--- src/rtl/dm_ctrl_pkg.sv ---
// rtl/dm_ctrl_pkg.sv - shared types, constants and byte-merge helper for the data-memory controller
package dm_ctrl_pkg;

    typedef enum logic [1:0] {
        IDLE   = 2'd0,
        ACCESS = 2'd1,
        RMW    = 2'd2,
        RESP   = 2'd3
    } dm_state_e;

    localparam logic       P_CPU   = 1'b0;
    localparam logic       P_DMA   = 1'b1;
    localparam logic [3:0] BE_FULL = 4'hF;
    localparam int         NPORT   = 2;

    // Byte k comes from new_word when be[k] is set, otherwise from old_word.
    function automatic logic [31:0] merge_bytes(input logic [31:0] new_word,
                                                input logic [31:0] old_word,
                                                input logic [3:0]  be);
        logic [31:0] res;
        for (int k = 0; k < 4; k++) begin
            res[8*k +: 8] = be[k] ? new_word[8*k +: 8] : old_word[8*k +: 8];
        end
        return res;
    endfunction

endpackage

--- src/rtl/dm_rr_arb.sv ---
// rtl/dm_rr_arb.sv - combinational 2-way round-robin picker; last_grant is stored by the caller
module dm_rr_arb (
    input  logic req0_i,
    input  logic req1_i,
    input  logic last_grant_i,
    output logic gnt_valid_o,
    output logic gnt_id_o
);

    always_comb begin
        gnt_valid_o = req0_i | req1_i;
        if (req0_i && req1_i) begin
            gnt_id_o = ~last_grant_i;
        end else begin
            gnt_id_o = req1_i;
        end
    end

endmodule

--- src/rtl/dm_ctrl.sv ---
// rtl/dm_ctrl.sv - two-port data-memory access controller with RMW for partial stores
// Optional write trace compiled in when DM_CTRL_TRACE_EN is defined.
module dm_ctrl
    import dm_ctrl_pkg::*;
#(
    parameter int ADDR_W = 10
) (
    input  logic        clk_i,
    input  logic        rst_ni,
    input  logic        req0_i,
    input  logic        req1_i,
    input  logic        we0_i,
    input  logic        we1_i,
    input  logic [31:0] addr0_i,
    input  logic [31:0] addr1_i,
    input  logic [31:0] wdata0_i,
    input  logic [31:0] wdata1_i,
    input  logic [3:0]  be0_i,
    input  logic [3:0]  be1_i,
    output logic        ack0_o,
    output logic        ack1_o,
    output logic [31:0] rdata_o,
    output logic        busy_o,
    output logic [31:0] mem_addr_o,
    output logic [31:0] mem_wd_o,
    output logic        mem_we_o,
    input  logic [31:0] mem_rd_i
);

    dm_state_e   state_q, state_d;
    logic        last_grant_q, last_grant_d;
    logic        id_q;
    logic        we_q;
    logic [31:0] addr_q;
    logic [31:0] wdata_q;
    logic [3:0]  be_q;
    logic [31:0] rdata_q;
    logic [31:0] merge_q;

    logic        gnt_valid;
    logic        gnt_id;
    logic        accept;
    logic        cap_rdata;
    logic        cap_merge;

    dm_rr_arb u_arb (
        .req0_i       (req0_i),
        .req1_i       (req1_i),
        .last_grant_i (last_grant_q),
        .gnt_valid_o  (gnt_valid),
        .gnt_id_o     (gnt_id)
    );

    always_comb begin
        state_d      = state_q;
        last_grant_d = last_grant_q;
        accept       = 1'b0;
        cap_rdata    = 1'b0;
        cap_merge    = 1'b0;
        mem_we_o     = 1'b0;
        mem_wd_o     = 32'h0;
        case (state_q)
            IDLE: begin
                if (gnt_valid) begin
                    accept       = 1'b1;
                    last_grant_d = gnt_id;
                    state_d      = ACCESS;
                end
            end
            ACCESS: begin
                state_d = RESP;
                if (!we_q) begin
                    cap_rdata = 1'b1;
                end else if (be_q == BE_FULL) begin
                    mem_we_o = 1'b1;
                    mem_wd_o = wdata_q;
                end else if (be_q != 4'h0) begin
                    cap_merge = 1'b1;
                    state_d   = RMW;
                end
            end
            RMW: begin
                mem_we_o = 1'b1;
                mem_wd_o = merge_bytes(wdata_q, merge_q, be_q);
                state_d  = RESP;
            end
            RESP: begin
                state_d = IDLE;
            end
            default: begin
                state_d = IDLE;
            end
        endcase
    end

    always_ff @(posedge clk_i or negedge rst_ni) begin
        if (!rst_ni) begin
            state_q      <= IDLE;
            last_grant_q <= P_DMA;
        end else begin
            state_q      <= state_d;
            last_grant_q <= last_grant_d;
        end
    end

    // Request fields are latched once at grant so a requester that
    // misbehaves mid-access cannot corrupt the transfer.
    always_ff @(posedge clk_i or negedge rst_ni) begin
        if (!rst_ni) begin
            id_q    <= P_CPU;
            we_q    <= 1'b0;
            addr_q  <= 32'h0;
            wdata_q <= 32'h0;
            be_q    <= 4'h0;
            rdata_q <= 32'h0;
            merge_q <= 32'h0;
        end else begin
            if (accept) begin
                id_q    <= gnt_id;
                we_q    <= gnt_id ? we1_i : we0_i;
                addr_q  <= (gnt_id ? addr1_i : addr0_i) & 32'hFFFF_FFFC;
                wdata_q <= gnt_id ? wdata1_i : wdata0_i;
                be_q    <= gnt_id ? be1_i : be0_i;
            end
            if (cap_rdata) begin
                rdata_q <= mem_rd_i;
            end
            if (cap_merge) begin
                merge_q <= mem_rd_i;
            end
        end
    end

    assign mem_addr_o = {addr_q[31:ADDR_W+2], addr_q[ADDR_W+1:0]};
    assign rdata_o    = rdata_q;
    assign busy_o     = (state_q != IDLE);
    assign ack0_o     = (state_q == RESP) && (id_q == P_CPU);
    assign ack1_o     = (state_q == RESP) && (id_q == P_DMA);

`ifdef DM_CTRL_TRACE_EN
    always @(posedge clk_i) begin
        if (mem_we_o) begin
            $display("%0t@%0d: *%h <= %h", $time, id_q, mem_addr_o, mem_wd_o);
        end
    end
`endif

endmodule

--- config.mk ---
export PLATFORM = sky130hd
export DESIGN_NAME = dm_ctrl
export DESIGN_NICKNAME = d
export VERILOG_FILES = /design/src/rtl/dm_ctrl_pkg.sv /design/src/rtl/dm_rr_arb.sv /design/src/rtl/dm_ctrl.sv
export SDC_FILE = /design/constraint.sdc
export NUM_CORES = 1
export LEC_CHECK = 0
export ABC_AREA = 1
export CORE_MARGIN = 2
export CORE_UTILIZATION = 39
export DETAILED_ROUTE_END_ITERATION = 10
export GPL_ROUTABILITY_DRIVEN = 0
export PLACE_DENSITY = 0.7
export SETUP_SLACK_MARGIN = 0.05
export SYNTH_ARGS = -nofsm -noshare
export SYNTH_HDL_FRONTEND = slang
export SYNTH_SLANG_ARGS = --single-unit
--- constraint.sdc ---
create_clock -name clk_i -period 2.1 [get_ports clk_i]
set_input_delay 0.315 -clock clk_i [delete_from_list [all_inputs] [get_ports clk_i]]
set_output_delay 0.315 -clock clk_i [all_outputs]
set_load 0.005 [all_outputs]
; After elaboration in Yosys (flattened, before gate mapping)
; Index checks and enable logic that the tools add are counted.
[word_totals]
ff_bits = 135
latch_bits = 0
ram_bits = 0
mem_bits_ro = 0
input_bits = 174
out_inout_bits = 100
mem_count = 0
[op_classes]
n_addsub = 0
multipliers = 0
div_mod_pow = 0
n_lt_le_gt_ge = 0
n_eq_ne = 5
n_shift = 0
muxes = 28
n_bitwise = 3
reduce_logical = 7
[op_table]
columns = operator, n
row1 = two-way mux 32 bit, 4
row2 = one-hot mux 32 bit (2 select lines), 1
row3 = two-way mux 8 bit, 4
row4 = two-way mux 1 bit, 15
row5 = one-hot mux 2 bit (4 select lines), 1
row6 = == test 2 bit (second input constant), 2
row7 = == test 4 bit (second input constant), 1
row8 = two-way mux 4 bit, 1
row9 = nonzero test 4 bit, 1
row10 = logical AND 1 bit, 3
row11 = == test 2 x 1 -> 1 bit (second input constant), 1
row12 = zero test 2 bit, 1
row13 = two-way mux 2 bit, 1
row14 = != test 2 bit (second input constant), 1
row15 = inverter 1 bit, 2
row16 = one-hot mux 1 bit (2 select lines), 1
row17 = AND reduction 2 bit, 1
row18 = nonzero test 2 bit, 1
row19 = OR 1 bit, 1

; Depth between registers and ports, before layout
; Gate-level depths: netlist (run 1).
[logic_depth]
word_depth = 5
ltp_mapped = 8

; Hierarchy
; From an unflattened synthesis (run 1), not the netlist that was laid out.
[hier_totals]
cells_unflattened = 801
area_unflattened_um2 = 6954.2
[modules_own_cells]
columns = mod, instances, cells_per_inst, area_each_um2, seq_area_each_um2
row1 = dm_ctrl, 1, 798, 6939.2, 3379.5
row2 = dm_rr_arb, 1, 3, 15.0, 0.0

; Least setup slack after synthesis (run 1)
; OpenSTA, ideal clock, no wires.
[synth_timing]
kind = reg-to-output
from = reg state_q[1]
to = out mem_wd_o[10]
t_arrival_ns = 1.327
required_ns = 1.785
setup_slack_ns = 0.458
stages_incl_launch_ff = 8
path_buffers = 1
path_cell_list = dfrtp_1 inv_1 ha_1 nand2_1 nor2_2 buf_2 nand2_1 a21oi_1
[synth_via]
elab_chain_len = 2
word_cells_on_any_way = 3
[synth_rtl]
columns = item, line_no
row1 = from (decl), dm_ctrl.sv:30  ; dm_state_e state_q, state_d;
row2 = from (signal assigned), dm_ctrl.sv:101  ; state_q <= state_d;
row3 = == test 2 bit / == test 2 x 1 -> 1 bit (equally long branches), dm_ctrl.sv:62  ; case (state_q)
row4 = one-hot mux 32 bit (2 select lines) (*), dm_ctrl.sv:62
row5 = to (decl), dm_ctrl.sv:25  ; output logic [31:0] mem_wd_o,
; Every way passes the cells marked *; elsewhere a longest branch is shown, timed or not.

; Worst setup path in the final report (run 1)
[layout_timing]
from = reg state_q[1]
to = out mem_wd_o[7]
; Same word-level chain as after synthesis.

==> results.toml, run 1 <==
[outcome]
failed_checks = "setup timing"
outcome = "complete, but fails checks"

[placement]
hpwlAfterDp_um = 14600
dp_cells = 1267
buffer_ports.inserted = 267

[drt]
wl_um = 20800
drt_iter0_drc = 343
routed_wire_length_per_instance_um = 15.9
postRouteAntennaNets = 0
vias = 6453
detail_route.drc_violations = 0
drt_pre_antenna_iters = 6
drt-vias-per-instance = 4.91

[global_route]
grt_overflow = 0
grt_antenna_before_repair = 0
grt_pass1_wl_um = 32900
grt.total_usage_pct = 24.0
vias_in_the_first_global_route = 6321
maximum_number_of_pins_on_one_net_before_global_route_repair = 77

[timing]
rsz0062_at_grt = "yes"
report.final.setup_viol = 20
timing.final.max_slew_violations = 0
tightest_slew_ps = 562
holdWs_ps = 354
finClkSkew_ps = 9.50
final_hold_viol_count = 0
fmax_ghz = 0.468
finalCriticalPeriod_ps = 2140
maxSlewHeadroom_pct = 62.4
worst_slack_ps = -36.4
final.period_utilization_pct = 102

[synth]
ys.flop_type = "sky130_fd_sc_hd__dfrtp_1"
synth_top_cell_by_area = "sky130_fd_sc_hd__dfrtp_1"
yosys_warnings = 0
top_cells_by_area_in_the_synthesized_netlist = "sky130_fd_sc_hd__dfrtp_1 (52%), sky130_fd_sc_hd__nand2_1 (16%), sky130_fd_sc_hd__nor2_1 (8.0%)"
postSynthRegisterBits = 135
synthArstFlopShare_pct = 100
synthCells = 799
synth_largest_type_area_fraction_pct = 51.9
seq_area_frac_synth_pct = 52.3
synth_cell_types = 21
avgSynthCellArea_sq_um = 8.09
synthesis.area_sq_um = 6470
synth_enable_flop_cells = 0

[clocking]
cts-buffers-inserted = 17
cts.clk_slew.worst_paths_ps = 60
cts.htree.levels = 4
clock_sinks = 135
cts_root_buffer = "sky130_fd_sc_hd__clkbuf_16"
insertion_delay_ps = 420
tritoncts = "yes"
clock_path_buffers = 2

[power_and_ir_drop]
vdd_ir_drop_max_mv = 0.889
power.density_cell_area_nw_per_um2 = 1510
static-leakage-power_nw = 4.61
fin_total_pwr_mw = 15.9

[layout]
antennaDiodeCount = 0
finish.cell_count_without_fillers = 1313
filler_cell_count = 1427
net_total_in_the_final_layout = 1258
syn_to_final_growth_pct = 62.6
share_of_cells_above_drive_strength_1_pct = 20.0

[floorplan]
core_region_area_sq_um = 16400
pin_count = 274
number_of_rows_created_at_floorplan = 47
die-width_um = 133
chipHeight_um = 133
initial_utilization_pct = 39.4
die_area_sq_um = 17600

[worst_setup_path]
worst_r2r_endpoint = "merge_q[16]"
crit_path_max_fanout = 8
crit_path_start_kind = "register"
worst_ep_required_time_ps = 1780
r2r-start = "be_q[2]"
cells_on_worst_reg2reg_path = 8
path_class = "reg -> out"
timing.critical_path.to_type = "output pin"
reg2reg_slack_ps = 290
critPathArrivalTime_ps = 1820

[min_path]
min_path_type = "in -> async"

[run]
timing.max_cap.violations = 0
==> area by class of cell <==
type	count	area (sq um)	share of cell area (%)
clock buffer	24	502	4.77
inverter	21	93.8	0.892
clock inverter	8	95.1	0.904
timing repair buffer	313	3080	29.3
multi-input combinational	592	3090	29.3
tap	220	275	2.62
sequential	135	3380	32.2
==> flip-flops by register name, indices dropped and copies added (netlist names), 2 cells and up <==
register    cells
state_q         2
rdata_o        32
mem_addr_o     30
merge_q        32
be_q            4
wdata_q        32
==> placed cells by master, fill, tap and decap left out, types with 5 or more instances in the layout <==
master,n
sky130_fd_sc_hd__buf_4,26
sky130_fd_sc_hd__o21ai_1,21
sky130_fd_sc_hd__o21ai_2,8
sky130_fd_sc_hd__a21oi_1,13
sky130_fd_sc_hd__o21ai_0,6
sky130_fd_sc_hd__a31oi_1,67
sky130_fd_sc_hd__buf_2,33
sky130_fd_sc_hd__clkdlybuf4s50_1,230
sky130_fd_sc_hd__dfrtp_1,132
sky130_fd_sc_hd__clkbuf_16,18
sky130_fd_sc_hd__mux2_2,32
sky130_fd_sc_hd__nor2_4,11
sky130_fd_sc_hd__clkbuf_8,5
sky130_fd_sc_hd__nor2_2,14
sky130_fd_sc_hd__nor2_1,114
sky130_fd_sc_hd__buf_12,11
sky130_fd_sc_hd__nand2_1,267
sky130_fd_sc_hd__a21oi_2,21
sky130_fd_sc_hd__inv_1,15
==> worst max-delay path, stage by stage (launching register included) <==
cell	delay, ps
sky130_fd_sc_hd__dfrtp_1	360
sky130_fd_sc_hd__inv_2	60
sky130_fd_sc_hd__buf_4	140
sky130_fd_sc_hd__ha_4	280
sky130_fd_sc_hd__inv_6	50
sky130_fd_sc_hd__buf_12	130
sky130_fd_sc_hd__buf_12	150
sky130_fd_sc_hd__a21oi_2	110
sky130_fd_sc_hd__buf_2	130
==> how the worst max path moves through the flow <==
stage	start	end	slack [ps]	depth (start not counted)
global placement	state_q[1]	mem_wd_o[7]	-50	8
CTS	state_q[1]	mem_wd_o[24]	-60	9
detailed placement	state_q[1]	mem_wd_o[7]	-70	8
finish	state_q[1]	mem_wd_o[7]	-40	8
floorplan	state_q[1]	mem_wd_o[10]	460	7
global route	state_q[0]	mem_wd_o[28]	-140	8
==> cells by family after synthesis <==
group | share of synthesized area [%]
AND/OR/NAND/NOR | 24.3
AO/OA/AOI/OAI | 12.1
flip-flops | 52.3
buffers and inverters | 4.93
multiplexers | 5.57
adder cells (fa/ha/maj) | 0.774
other | 0.0580
==> cell usage after synthesis, types with 4 or more instances <==
cell type,count
sky130_fd_sc_hd__o21ai_0,33
sky130_fd_sc_hd__inv_1,19
sky130_fd_sc_hd__buf_2,30
sky130_fd_sc_hd__mux2_2,32
sky130_fd_sc_hd__a31oi_1,67
sky130_fd_sc_hd__nor2_1,138
sky130_fd_sc_hd__clkbuf_1,18
sky130_fd_sc_hd__ha_1,4
sky130_fd_sc_hd__nand2_1,275
sky130_fd_sc_hd__dfrtp_1,134
sky130_fd_sc_hd__a21oi_1,34
==> power by group <==
group	internal, mW	switching (mW)	total [mW]
clock	1.90	1.10	3.00
sequential	3.96	0.902	4.86
combinational	4.15	3.87	8.02
total	10.0	5.88	15.9
==> repair_timing <==
item / 4_1_cts / 5_1_grt
gates cloned: 3 / 2
hold endpoints to repair: 33 / 0
gates resized for setup: 189 / 78
buffers inserted: 4 / 5
hold buffers: 1 / 0
setup endpoints to repair: 48 / 36
pin swaps: 20 / 23
==> metrics by stage <==
stage | cell area (sq um) | setup TNS, ps | util [%] | setup slack, ps
floorplan | 6470 | 0 | - | 458
global placement | 9540 | -154 | 58.1 | -47.3
detailed placement | 9540 | -703 | 58.1 | -67.9
CTS | 10200 | -649 | 62.3 | -59.5
global route | 10500 | -3000 | 64.1 | -141
finish | 10500 | -370 | 64.1 | -36.4
==> per-layer routing <==
metal / share of wire [%] / wire length [um] / global-route usage (%) / up-vias
met5: 0 / 0 / 0 / -
met4: 1.2 / 240 / 5.79 / 0
met3: 8.5 / 1770 / 8.81 / 19
met2: 51 / 10700 / 42.1 / 238
met1: 39 / 8160 / 28.0 / 3024
li1: - / - / - / 3172
No activity file was read; power rests on OpenSTA's default activity.
==> inputs of run 2 (changes only) <==
- GPL_TIMING_DRIVEN: not set -> 0
==> run 2 against run 1 <==
Non-clock buffer count rose by 33; the flow still finishes with violations (setup timing); critical path type unchanged; clock skew shrank 1.9 ps; critical endpoint is now mem_wd_o[30]; clock power is 3% higher; worst hold slack better by 31 ps; register-to-register slack lost 40 ps; global-route usage is 1.3 points higher; setup slack got worse by 70 ps; sequential power decreased by 0.8%.
==> results.toml, run 2 (synthesis results as in run 1) <==
[global_route]
maximum_number_of_pins_on_one_net_before_global_route_repair = 94
grt_antenna_before_repair = 0
vias_in_the_first_global_route = 6562
grt_overflow = 0
grt_pass1_wl_um = 34800
grt.total_usage_pct = 25.4

[worst_setup_path]
cells_on_worst_reg2reg_path = 5
worst_r2r_endpoint = "rdata_o[26]"
crit_path_max_fanout = 7
setup.worst_path.end = "mem_wd_o[30]"
critPathArrivalTime_ps = 1890
path_class = "reg -> out"
r2r-start = "state_q[0]"
reg2reg_slack_ps = 250
timing.critical_path.to_type = "output pin"
worst_setup_path_startpoint = "state_q[1]"
crit_path_start_kind = "register"
worst_ep_required_time_ps = 1780

[drt]
drt-vias-per-instance = 4.97
routed_wire_length_per_instance_um = 16.6
met3WireLength_um = 1780
postRouteAntennaNets = 0
drt_pre_antenna_iters = 5
vias = 6678
detail_route.drc_violations = 0
drt_iter0_drc = 397
detailroute.wirelength.met2_um = 11200
wl_met1_um = 8830
wl_um = 22300
route.top_layer_used = "met4"

[timing]
maxSlewHeadroom_pct = 64.6
finalCriticalPeriod_ps = 2210
fmax_ghz = 0.453
final.period_utilization_pct = 105
rsz0062_at_grt = "yes"
final_hold_viol_count = 0
fin_setup_tns_ps = -894
finClkSkew_ps = 7.59
timing.final.max_slew_violations = 0
worst_slack_ps = -107
report.final.setup_viol = 14
tightest_slew_ps = 530

[floorplan]
pin_count = 274
die_area_sq_um = 17600
number_of_rows_created_at_floorplan = 47
chipHeight_um = 133
initial_utilization_pct = 39.4
core_region_area_sq_um = 16400
die-width_um = 133

[run]
timing.max_cap.violations = 0

[clocking]
cts-buffers-inserted = 17
clock_path_buffers = 2
cts_root_buffer = "sky130_fd_sc_hd__clkbuf_16"
clock_sinks = 135
tritoncts = "yes"
insertion_delay_ps = 420
cts.clk_slew.worst_paths_ps = 60
cts.htree.levels = 4

[power_and_ir_drop]
power_switching_share_pct = 37.1
clkPwrFrac_pct = 19.8
netSwitchingPower_mw = 5.77
static-leakage-power_nw = 4.67
intPower_mw = 9.80
p_comb_share_pct = 49.2
vdd_ir_drop_max_mv = 0.731
power.density_cell_area_nw_per_um2 = 1490
power.share.sequential_pct = 31.0

[layout]
final_core_utilization_pct = 63.8
layout.cells.most_common_list = "sky130_fd_sc_hd__nand2_1 (266), sky130_fd_sc_hd__clkdlybuf4s50_1 (230), sky130_fd_sc_hd__dfrtp_1 (133)"
final_common_cell = "sky130_fd_sc_hd__nand2_1"
share_of_cells_above_drive_strength_1_pct = 19.4
net_total_in_the_final_layout = 1291
filler_cell_count = 1421
finish.cell_count_without_fillers = 1345
antennaDiodeCount = 0
stdcell_area_sq_um = 10500
syn_to_final_growth_pct = 61.8

[outcome]
outcome = "complete, but fails checks"
failed_checks = "setup timing"

[min_path]
min_path_type = "in -> async"

[placement]
dp_cells = 1288
area_post_placement_sq_um = 9450
dpl_worst_slack_ps = -393
hpwlAfterDp_um = 16100
buffer_ports.inserted = 267
run 2: per-layer routing:
layer  up-vias  track usage (%)
li1       3232                -
met1      3134             30.4
met2       277             44.3
met3        35             7.36
met4         0             7.53
met5         -                0
run 2: final cells by class:
class	count	area, sq um	share of cell area (%)
repair buffers	294	2800	26.8
multi-input cells	592	2960	28.3
clock inverters	9	123	1.17
inverters	21	93.8	0.897
plain buffers	52	343	3.28
flip-flops and latches	135	3380	32.3
clock buffers	22	484	4.63
well taps	220	275	2.63
run 2: worst min path at each step:
stage / end / start / depth (start not counted)
after global placement: merge_q[7] / merge_q[7] / 2
final: rdata_o[6] / rst_ni / 2
after CTS: rdata_o[6] / rst_ni / 2
after floorplan: be_q[0] / rst_ni / 0
after global routing: rdata_o[6] / rst_ni / 2
after detailed placement: rdata_o[6] / rst_ni / 1
run 2: stage by stage:
stage / total power, mW / hold WS, ps
2_1_floorplan: 8.09 / 19.4
3_3_place_gp: 11.5 / 464
3_5_place_dp: 11.6 / 259
4_1_cts: 15.2 / 391
5_1_grt: 16.6 / 430
6_report: 15.6 / 385
run 2: worst max-delay path: stages (launching register included):
cell	delay, ps
sky130_fd_sc_hd__dfrtp_1	390
sky130_fd_sc_hd__inv_2	90
sky130_fd_sc_hd__ha_4	150
sky130_fd_sc_hd__nand2_2	60
sky130_fd_sc_hd__nor2_4	110
sky130_fd_sc_hd__buf_12	140
sky130_fd_sc_hd__buf_6	120
sky130_fd_sc_hd__buf_4	110
sky130_fd_sc_hd__nand2_1	40
sky130_fd_sc_hd__a21oi_1	130
sky130_fd_sc_hd__buf_2	150
run 2: what timing repair did:
| action | 4_1_cts | 5_1_grt |
|---|---|---|
| hold buffers | 1 | 0 |
| gates resized for setup | 219 | 40 |
| pin swaps | 24 | 16 |
| hold endpoints to repair | 42 | 0 |
| setup endpoints to repair | 73 | 40 |
| cloned | 5 | 1 |
| buffers inserted | 16 | 3 |
run 2: power by group through the flow:
stage,registers (mW),logic [mW],clock network [mW]
2_1_floorplan,4.67,3.42,0
3_3_place_gp,4.77,6.70,0
3_5_place_dp,4.82,6.78,0
4_1_cts,4.81,7.27,3.11
5_1_grt,5.00,8.39,3.24
6_report,4.82,7.66,3.08
